<file path="src/rtl/riscv_bist_pkg.sv">
// March C- BIST types: controller states, march elements and the per-element pattern table.
package riscv_bist_pkg;

  typedef enum logic [2:0] {
    IDLE = 3'd0,
    W0   = 3'd1,
    RD   = 3'd2,
    CMP  = 3'd3,
    WR   = 3'd4,
    DONE = 3'd5
  } bist_state_e;

  typedef enum logic [2:0] {
    ELEM_E0 = 3'd0,
    ELEM_E1 = 3'd1,
    ELEM_E2 = 3'd2,
    ELEM_E3 = 3'd3,
    ELEM_E4 = 3'd4,
    ELEM_E5 = 3'd5
  } march_elem_e;

  typedef struct packed {
    logic up;      // address order: 1 = ascending, 0 = descending
    logic rd_one;  // expected read data is all-ones
    logic wr_one;  // write data is all-ones
  } elem_cfg_t;

  function automatic elem_cfg_t elem_cfg(input march_elem_e e);
    case (e)
      ELEM_E0: return elem_cfg_t'{1'b1, 1'b0, 1'b0};
      ELEM_E1: return elem_cfg_t'{1'b1, 1'b0, 1'b1};
      ELEM_E2: return elem_cfg_t'{1'b1, 1'b1, 1'b0};
      ELEM_E3: return elem_cfg_t'{1'b0, 1'b0, 1'b1};
      ELEM_E4: return elem_cfg_t'{1'b0, 1'b1, 1'b0};
      default: return elem_cfg_t'{1'b1, 1'b0, 1'b0};
    endcase
  endfunction

endpackage

</file>
<file path="src/rtl/riscv_bist_addr_gen.sv">
// Bounded up/down test-address counter over 0..2^(ADDR_WIDTH-1)-2; saturates at either end.
// Latency: address updates one cycle after load/step; at_end is combinational on the current address.
module riscv_bist_addr_gen #(
  parameter int ADDR_WIDTH = 5
) (
  input  logic                  clk,
  input  logic                  rst,
  input  logic                  load,
  input  logic                  load_up,
  input  logic                  step,
  input  logic                  dir_up,
  output logic [ADDR_WIDTH-2:0] addr,
  output logic                  at_end
);

  // Highest tested index: all-ones is x0 and is never issued.
  localparam logic [ADDR_WIDTH-2:0] LAST = {{(ADDR_WIDTH-2){1'b1}}, 1'b0};
  localparam logic [ADDR_WIDTH-2:0] ONE  = {{(ADDR_WIDTH-2){1'b0}}, 1'b1};

  assign at_end = dir_up ? (addr == LAST) : (addr == '0);

  always_ff @(posedge clk) begin
    if (rst) begin
      addr <= '0;
    end else if (load) begin
      addr <= load_up ? '0 : LAST;
    end else if (step && !at_end) begin
      addr <= dir_up ? addr + ONE : addr - ONE;
    end
  end

endmodule

</file>
<file path="src/rtl/riscv_regfile_bist_ctrl.sv">
// March C- BIST controller for the register-file test port; captures the first miscompare.
// Read data is checked in the cycle after each read; a passing run is 15N busy cycles.
module riscv_regfile_bist_ctrl
  import riscv_bist_pkg::*;
#(
  parameter int ADDR_WIDTH = 5,
  parameter int DATA_WIDTH = 32
) (
  input  logic                  clk,
  input  logic                  rst,
  input  logic                  start_i,
  output logic                  busy_o,
  output logic                  done_o,
  output logic                  pass_o,
  output logic                  fail_o,
  output logic [ADDR_WIDTH-1:0] fail_addr_o,
  output logic [2:0]            fail_elem_o,
  output logic [DATA_WIDTH-1:0] fail_data_o,
  output logic                  BIST,
  output logic                  CSN_T,
  output logic                  WEN_T,
  output logic [ADDR_WIDTH-1:0] A_T,
  output logic [DATA_WIDTH-1:0] D_T,
  input  logic [DATA_WIDTH-1:0] Q_T
);

  bist_state_e           state;
  march_elem_e           elem;
  march_elem_e           elem_next;
  elem_cfg_t             cfg;
  elem_cfg_t             cfg_next;
  logic [ADDR_WIDTH-2:0] addr;
  logic                  at_end;
  logic                  ag_load;
  logic                  ag_load_up;
  logic                  ag_step;
  logic [DATA_WIDTH-1:0] expected;
  logic                  miscmp;

  assign elem_next = march_elem_e'(elem + 3'd1);
  assign cfg       = elem_cfg(elem);
  assign cfg_next  = elem_cfg(elem_next);
  assign expected  = {DATA_WIDTH{cfg.rd_one}};
  assign miscmp    = (Q_T != expected);
  assign A_T       = {1'b0, addr};

  // Counter moves after the last cycle of each address and reloads at element boundaries.
  always_comb begin
    ag_load    = 1'b0;
    ag_load_up = 1'b1;
    ag_step    = 1'b0;
    case (state)
      IDLE, DONE: ag_load = start_i;
      W0: begin
        ag_load = at_end;
        ag_step = !at_end;
      end
      CMP: ag_step = (elem == ELEM_E5) && !miscmp && !at_end;
      WR: begin
        ag_load    = at_end;
        ag_load_up = cfg_next.up;
        ag_step    = !at_end;
      end
      default: ;
    endcase
  end

  riscv_bist_addr_gen #(
    .ADDR_WIDTH(ADDR_WIDTH)
  ) u_addr_gen (
    .clk     (clk),
    .rst     (rst),
    .load    (ag_load),
    .load_up (ag_load_up),
    .step    (ag_step),
    .dir_up  (cfg.up),
    .addr    (addr),
    .at_end  (at_end)
  );

  always_ff @(posedge clk) begin
    if (rst) begin
      state       <= IDLE;
      elem        <= ELEM_E0;
      busy_o      <= 1'b0;
      done_o      <= 1'b0;
      pass_o      <= 1'b0;
      fail_o      <= 1'b0;
      fail_addr_o <= '0;
      fail_elem_o <= '0;
      fail_data_o <= '0;
      BIST        <= 1'b0;
      CSN_T       <= 1'b1;
      WEN_T       <= 1'b1;
      D_T         <= '0;
    end else begin
      case (state)
        IDLE, DONE: begin
          if (start_i) begin
            state       <= W0;
            elem        <= ELEM_E0;
            busy_o      <= 1'b1;
            done_o      <= 1'b0;
            pass_o      <= 1'b0;
            fail_o      <= 1'b0;
            fail_addr_o <= '0;
            fail_elem_o <= '0;
            fail_data_o <= '0;
            BIST        <= 1'b1;
            CSN_T       <= 1'b0;
            WEN_T       <= 1'b0;
            D_T         <= '0;
          end
        end
        W0: begin
          if (at_end) begin
            state <= RD;
            elem  <= ELEM_E1;
            WEN_T <= 1'b1;
          end
        end
        RD: begin
          state <= CMP;
          CSN_T <= 1'b1;
          WEN_T <= 1'b1;
        end
        CMP: begin
          if (miscmp) begin
            state       <= DONE;
            fail_o      <= 1'b1;
            fail_addr_o <= A_T;
            fail_elem_o <= elem;
            fail_data_o <= Q_T;
            busy_o      <= 1'b0;
            done_o      <= 1'b1;
            BIST        <= 1'b0;
          end else if (elem == ELEM_E5) begin
            if (at_end) begin
              state  <= DONE;
              pass_o <= 1'b1;
              busy_o <= 1'b0;
              done_o <= 1'b1;
              BIST   <= 1'b0;
            end else begin
              state <= RD;
              CSN_T <= 1'b0;
            end
          end else begin
            state <= WR;
            CSN_T <= 1'b0;
            WEN_T <= 1'b0;
            D_T   <= {DATA_WIDTH{cfg.wr_one}};
          end
        end
        WR: begin
          state <= RD;
          WEN_T <= 1'b1;
          if (at_end) elem <= elem_next;
        end
        default: begin
          state  <= IDLE;
          busy_o <= 1'b0;
          BIST   <= 1'b0;
          CSN_T  <= 1'b1;
          WEN_T  <= 1'b1;
        end
      endcase
    end
  end

endmodule

</file>
<file path="config.mk">
export PLATFORM = sky130hd
export DESIGN_NAME = riscv_regfile_bist_ctrl
export DESIGN_NICKNAME = d
export VERILOG_FILES = /design/src/rtl/riscv_bist_pkg.sv /design/src/rtl/riscv_bist_addr_gen.sv /design/src/rtl/riscv_regfile_bist_ctrl.sv
export SDC_FILE = /design/constraint.sdc
export NUM_CORES = 1
export LEC_CHECK = 0
export ABC_CLOCK_PERIOD_IN_PS = 5900
export CORE_UTILIZATION = 45
export CTS_BUF_LIST = sky130_fd_sc_hd__clkbuf_4
export DETAILED_ROUTE_END_ITERATION = 8
export HOLD_SLACK_MARGIN = 0.1
export PLACE_DENSITY = 0.86
export SETUP_SLACK_MARGIN = 0.05
export SKIP_CTS_REPAIR_TIMING = 1
export SLEW_MARGIN = 15
export SYNTH_ARGS = -nofsm -noshare
export SYNTH_HDL_FRONTEND = slang
export SYNTH_HIERARCHICAL = 1
export SYNTH_SLANG_ARGS = --single-unit
</file>
<file path="constraint.sdc">
create_clock -name clk -period 5.9 [get_ports clk]
set_input_delay 1.475 -clock clk [delete_from_list [all_inputs] [get_ports clk]]
set_output_delay 1.475 -clock clk [all_outputs]
set_load 0.01 [all_outputs]
</file>
# [Word level (Yosys, flattened, before mapping)]
# Cells that the tools add are included.
[totals] ff_bits=88 elab_cells=119
[op_classes] add_sub_neg=3 eq_ne=27 n_mux=52 bitwise_logic=2 n_reduce_logical=22
[ops] op="$mux 32" n=4
[ops] op="$pmux 32 s2" n=2
[ops] op="$ne 32x32->1" n=1
[ops] op="$mux 3" n=9
[ops] op="$pmux 3 s4" n=2
[ops] op="$reduce_and 4->1" n=6
[ops] op="$eq 3x2->1 const B" n=6
[ops] op="$mux 1" n=17
[ops] op="$mux 4" n=4
[ops] op="$eq 3x3->1 const B" n=5
[ops] op="$pmux 3 s5" n=1
[ops] op="$mux 5" n=2
[ops] op="$ne 2x2->1 const B" n=5
[ops] op="$pmux 1 s2" n=5
[ops] op="$pmux 5 s2" n=1
[ops] op="$eq 3x1->1 const B" n=3
[ops] op="$pmux 1 s3" n=3
[ops] op="$pmux 3 s3" n=1
[ops] op="$ne 2x1->1 const B" n=3
[ops] op="$ne 3x3->1 const B" n=2
[ops] op="$pmux 3 s2" n=1
[ops] op="$reduce_and 5->1" n=1
[ops] op="$add 4x1->4 const B" n=1
[ops] op="$eq 4x4->1 const B" n=1
[ops] op="other kinds (14)" n=20

# [Depth between registers and ports, before layout]
[logic_depth] ltp_word=10 depth_mapped=14 mapped_depth_nobuf=13

# [Modules after synthesis]
# Netlist, hierarchy kept.
[by_module_without_submodules] module="riscv_regfile_bist_ctrl" instances=1 cells_each=344 area_each_um2=3184.3
[by_module_without_submodules] module="riscv_bist_addr_gen" instances=1 cells_each=33 area_each_um2=294.0

# [Worst setup path after synthesis]
# No wires, ideal clock.
[synth_timing] kind="input-to-reg" from="input port Q_T[23]" to="register u_addr_gen.addr[2]" t_arrival_ns=3.389 t_required_ns=5.826 slack_ns=2.437 stages=9 n_path_buf=1 path_cell_list="nand4_1 nor4_1 and3_1 buf_2 nor2_1 o41ai_1 nor2b_1 nand3_1 a31oi_1"
[synth_between] elab_chain_len=7
[synth_lines] element="start, declared" line_no="riscv_regfile_bist_ctrl.sv:24" text="input logic [DATA_WIDTH-1:0] Q_T"
[synth_lines] element="$ne 32x32->1" line_no="riscv_regfile_bist_ctrl.sv:44" text="assign miscmp = (Q_T != expected);"
[synth_lines] element="$logic_not 1->1" line_no="riscv_regfile_bist_ctrl.sv:58" text="CMP: ag_step = (elem == ELEM_E5) && !miscmp && !at_end;"
[synth_lines] element="$logic_and 1x1->1 (2 in series)" line_no="riscv_regfile_bist_ctrl.sv:58"
[synth_lines] element="$pmux 1 s2" line_no="riscv_regfile_bist_ctrl.sv:52" text="case (state)"
[synth_lines] element="named net ag_step" line_no="riscv_regfile_bist_ctrl.sv:36" text="logic ag_step;"
[synth_lines] element="$logic_and 1x1->1" line_no="riscv_bist_addr_gen.sv:27" text="end else if (step && !at_end) begin"
[synth_lines] element="$reduce_bool 2->1 (no line)"
[synth_lines] element="end signal, assigned" line_no="riscv_bist_addr_gen.sv:26" text="addr <= load_up ? '0 : LAST;"
[synth_lines] element="end signal, assigned" line_no="riscv_bist_addr_gen.sv:28" text="addr <= dir_up ? addr + ONE : addr - ONE;"
[synth_lines] element="end, declared" line_no="riscv_bist_addr_gen.sv:12" text="output logic [ADDR_WIDTH-2:0] addr,"
# The timed path passes the listed nets, and every way through them passes these cells.
# A chain may end at the register's enable or synchronous reset.

# [Final worst setup path]
[layout_timing] from="input port Q_T[30]" to="register u_addr_gen.addr[2]"
# The elaborated chain is that of the path after synthesis.

==> metrics.log <==
INFO  metric commonest_non_fill_non_tap_cell_in_the_layout = clkdlybuf4s50_1
INFO  metric sequential_cell_area = 0.00112 mm²
INFO  metric maxCapViolations = 0
INFO  metric drc_markers = 0
INFO  metric syn_area_per_cell = 9.23 µm²
INFO  metric place.port_buffers = 116
INFO  metric critPathMaxStageDelay = 0.79 ns
INFO  metric worst-path-buf-inv = 1
INFO  metric highest_fanout_seen_on_the_critical_path = 7
INFO  metric required_time_at_the_endpoint_of_the_critical_path = 6.21 ns
INFO  metric layout.nets = 486
INFO  metric outcome = finished clean
INFO  metric ys_seq_area_share = 32.2%
INFO  metric fin_tns_setup = 0 ns
INFO  metric routed_wire_length_per_instance = 15.3 µm
INFO  metric clkSlewWorstSetupHoldPaths = 0.15 ns
INFO  metric placement.cell_area = 0.00438 mm²
INFO  metric slew_viol_final = 0
INFO  metric max-clock-path-buffers = 2
INFO  metric detailed_placer_s_ending_hpwl = 5.89 mm
INFO  metric ff2ff_setup_slack = 2.61 ns
INFO  metric num_vias = 2925
INFO  metric worstSkewPairLatency = 0.38 ns
INFO  metric arrival_time_at_the_worst_endpoint = 4.55 ns
INFO  metric slew-limit-headroom = 38.2%
INFO  metric tritoncts.num_buffers = 5
INFO  metric power-per-cell-area = 153 mW/mm²
INFO  metric r2r-start = elem[1]
INFO  metric crit_end = u_addr_gen/addr[2]
INFO  metric avg_vias_per_cell = 5.40
INFO  metric synth-seq-cells = 56
INFO  metric synth_cell_types = 58
INFO  metric die-width = 89.9 µm
INFO  metric rsz0062_at_grt = no
INFO  metric clock-skew-final = 0.0170 ns
INFO  metric netlist_instances = 377
INFO  metric postSynth.asyncResetShare = 0%
INFO  metric rr_worst_depth = 11
INFO  metric dominantRegCellSynth = dfxtp_1
INFO  metric setup_viol = 0
INFO  metric static-leakage-power = 1.76 nW
INFO  metric antennaDiodeCount = 0
INFO  metric yosysWarnings = 6
INFO  metric dieHeight = 89.9 µm
INFO  metric peakVddDrop = 71.0 µV
INFO  metric initial_utilization = 47.2%
INFO  metric crit-reg2reg-capture = u_addr_gen/addr[2]
INFO  metric grt_max_degree = 94
INFO  metric tritoncts_num_sinks = 56
INFO  metric cts_root_buffer = clkbuf_4
INFO  metric core_region_area = 0.00737 mm²
INFO  metric grt.overflow.total = 0
INFO  metric mappedNetlistArea = 0.00348 mm²
INFO  metric fin_crit_sh = 71.9%
INFO  metric slowest_stage = o41ai_1
INFO  metric hold_path_class = reg -> reg
INFO  metric critPathLaunchType = input port
INFO  metric final_antenna_net_count = 0
INFO  metric post_route_minimum_period = 4.24 ns
INFO  metric critical_path.top_delay_family = simple AND/OR/NAND/NOR gates
INFO  metric core.rowCount = 31
INFO  metric antenna_found_initial = 0
INFO  metric cts_tree = built
INFO  metric die_area = 0.00809 mm²
INFO  metric critPathKind = in -> reg
INFO  metric synth_edf_count = 0
INFO  metric combined_area_of_the_multi_input_logic_cells = 0.00194 mm²
INFO  metric worstSetupStartpoint = Q_T[30]
INFO  metric finalInstanceArea = 0.00443 mm²
INFO  metric worst_slew_pin_slew = 0.925 ns
INFO  metric grt.total_usage = 20.2%
INFO  metric layout-drive-gt1-share = 9.03%
INFO  metric first_global_vias = 2642
INFO  metric timing.critical_path.to_type = flop
INFO  metric hold_vio_cnt_final = 0
INFO  metric h-tree-depth = 2
INFO  metric layout-area-overhead-vs-synth = 27.4%
INFO  metric clock.fmax = 236 MHz
INFO  metric stages_on_worst_setup_path = 9
INFO  metric routabilityCongestion = 0.844
INFO  metric total_length_of_routed_wires = 8.29 mm
INFO  metric drt_first_iter_violations = 172
INFO  metric ioPinCount = 119
INFO  metric final.fill_count = 631
INFO  metric first_pass_grt_wire_length = 13.5 mm
INFO  metric most_used_cells_in_the_layout_excluding_fill_and_tap_cells = clkdlybuf4s50_1 (115), dfxtp_1 (56), mux2i_1 (38)
INFO  metric crit_chain = clkdlybuf4s50_1 > nand4_1 > nor4_1 > and3_1 > nor2_1 > o41ai_1 > nor2b_1 > nand3_1 > a31oi_1
INFO  metric drt-pass1-iter-count = 4
-- worst min-delay path by stage --
stage                 from  slack (ns)  cells past startpoint  endpoint
finish              fail_o        0.50                      2    fail_o
global route         WEN_T        0.54                      2     WEN_T
CTS                 fail_o        0.50                      2    fail_o
detailed placement  pass_o        0.47                      1    pass_o
global placement    pass_o        0.45                      1    pass_o
floorplan            WEN_T        0.49                      2     WEN_T
-- state kept, by name, indices dropped and copies added (netlist names) --
signal and flops:
fail_addr_o 4, done_o 1, BIST 1, WEN_T 1, u_addr_gen/addr 4, fail_data_o 32
elem 3, fail_elem_o 3, CSN_T 1, state 3, pass_o 1, fail_o 1
D_T 1
-- report_power, final --
part	internal, mW	switching, mW	total [mW]
Sequential	0.386	0.0119	0.398
Combinational	0.0586	0.0573	0.116
Clock	0.0438	0.121	0.165
Total	0.489	0.190	0.678
-- worst min-delay path: stages, from the launching register on --
cell and delay [ns]:
dfxtp_1 0.34, o21ai_0 0.07, a21oi_1 0.07
-- Yosys cell counts (6+ instances only) --
master	n	area, µm²
dfxtp_1	56	1120
nand4_1	11	68.8
o21ai_0	6	30.0
nand2_1	9	33.8
nand2b_1	37	231
or3b_1	16	140
nor2_1	12	45.0
or3b_2	20	175
buf_6	6	67.6
nor2b_1	6	37.5
ha_1	7	87.6
clkbuf_1	18	67.6
inv_1	8	30.0
a211oi_1	6	45.0
o31ai_1	7	52.6
mux2i_1	38	380
a21oi_1	8	40.0
nor4_1	11	68.8
buf_4	34	255
-- cells by family (layout without fill, tap and decap cells) --
logic type,after synthesis,count (layout),synth area share [%]
simple gates,147,147,28.5
fa+ha+maj,8,8,3.09
buf+inv,68,133,12.4
xor+xnor,5,5,1.26
other cells,1,2,0.108
compound gates,52,52,10.7
mux,40,40,11.7
flops,56,56,32.2
-- area by class of cell --
type | instances | share of cell area, %
clock buffer | 5 | 0.847
clock inverter | 2 | 0.282
inverter | 8 | 0.678
multi-input combinational | 254 | 43.7
sequential | 56 | 25.3
tap | 99 | 2.80
timing repair buffer | 118 | 26.4
-- routing by layer --
metal	part of all wire, %	GRT usage [%]	up-vias	wire (µm)
met3	4.2	3.38	7	349
met1	47	27.7	1384	3920
met2	48	33.1	87	3960
li1	-	-	1447	-
met4	0.72	4.70	0	60
met5	0	0	-	0
-- through the flow --
stage	hold slack [ns]	power (mW)	setup slack, ns	cells	utilization, %
after floorplan	0.492	0.465	2.44	378	-
after global placement	0.449	0.518	1.49	535	59.5
after detailed placement	0.467	0.520	1.35	535	59.5
after CTS	0.503	0.682	1.73	542	60.1
after global routing	0.535	0.711	1.52	542	60.1
final	0.495	0.678	1.66	542	60.1
No activity file was read; power rests on OpenSTA's default activity.
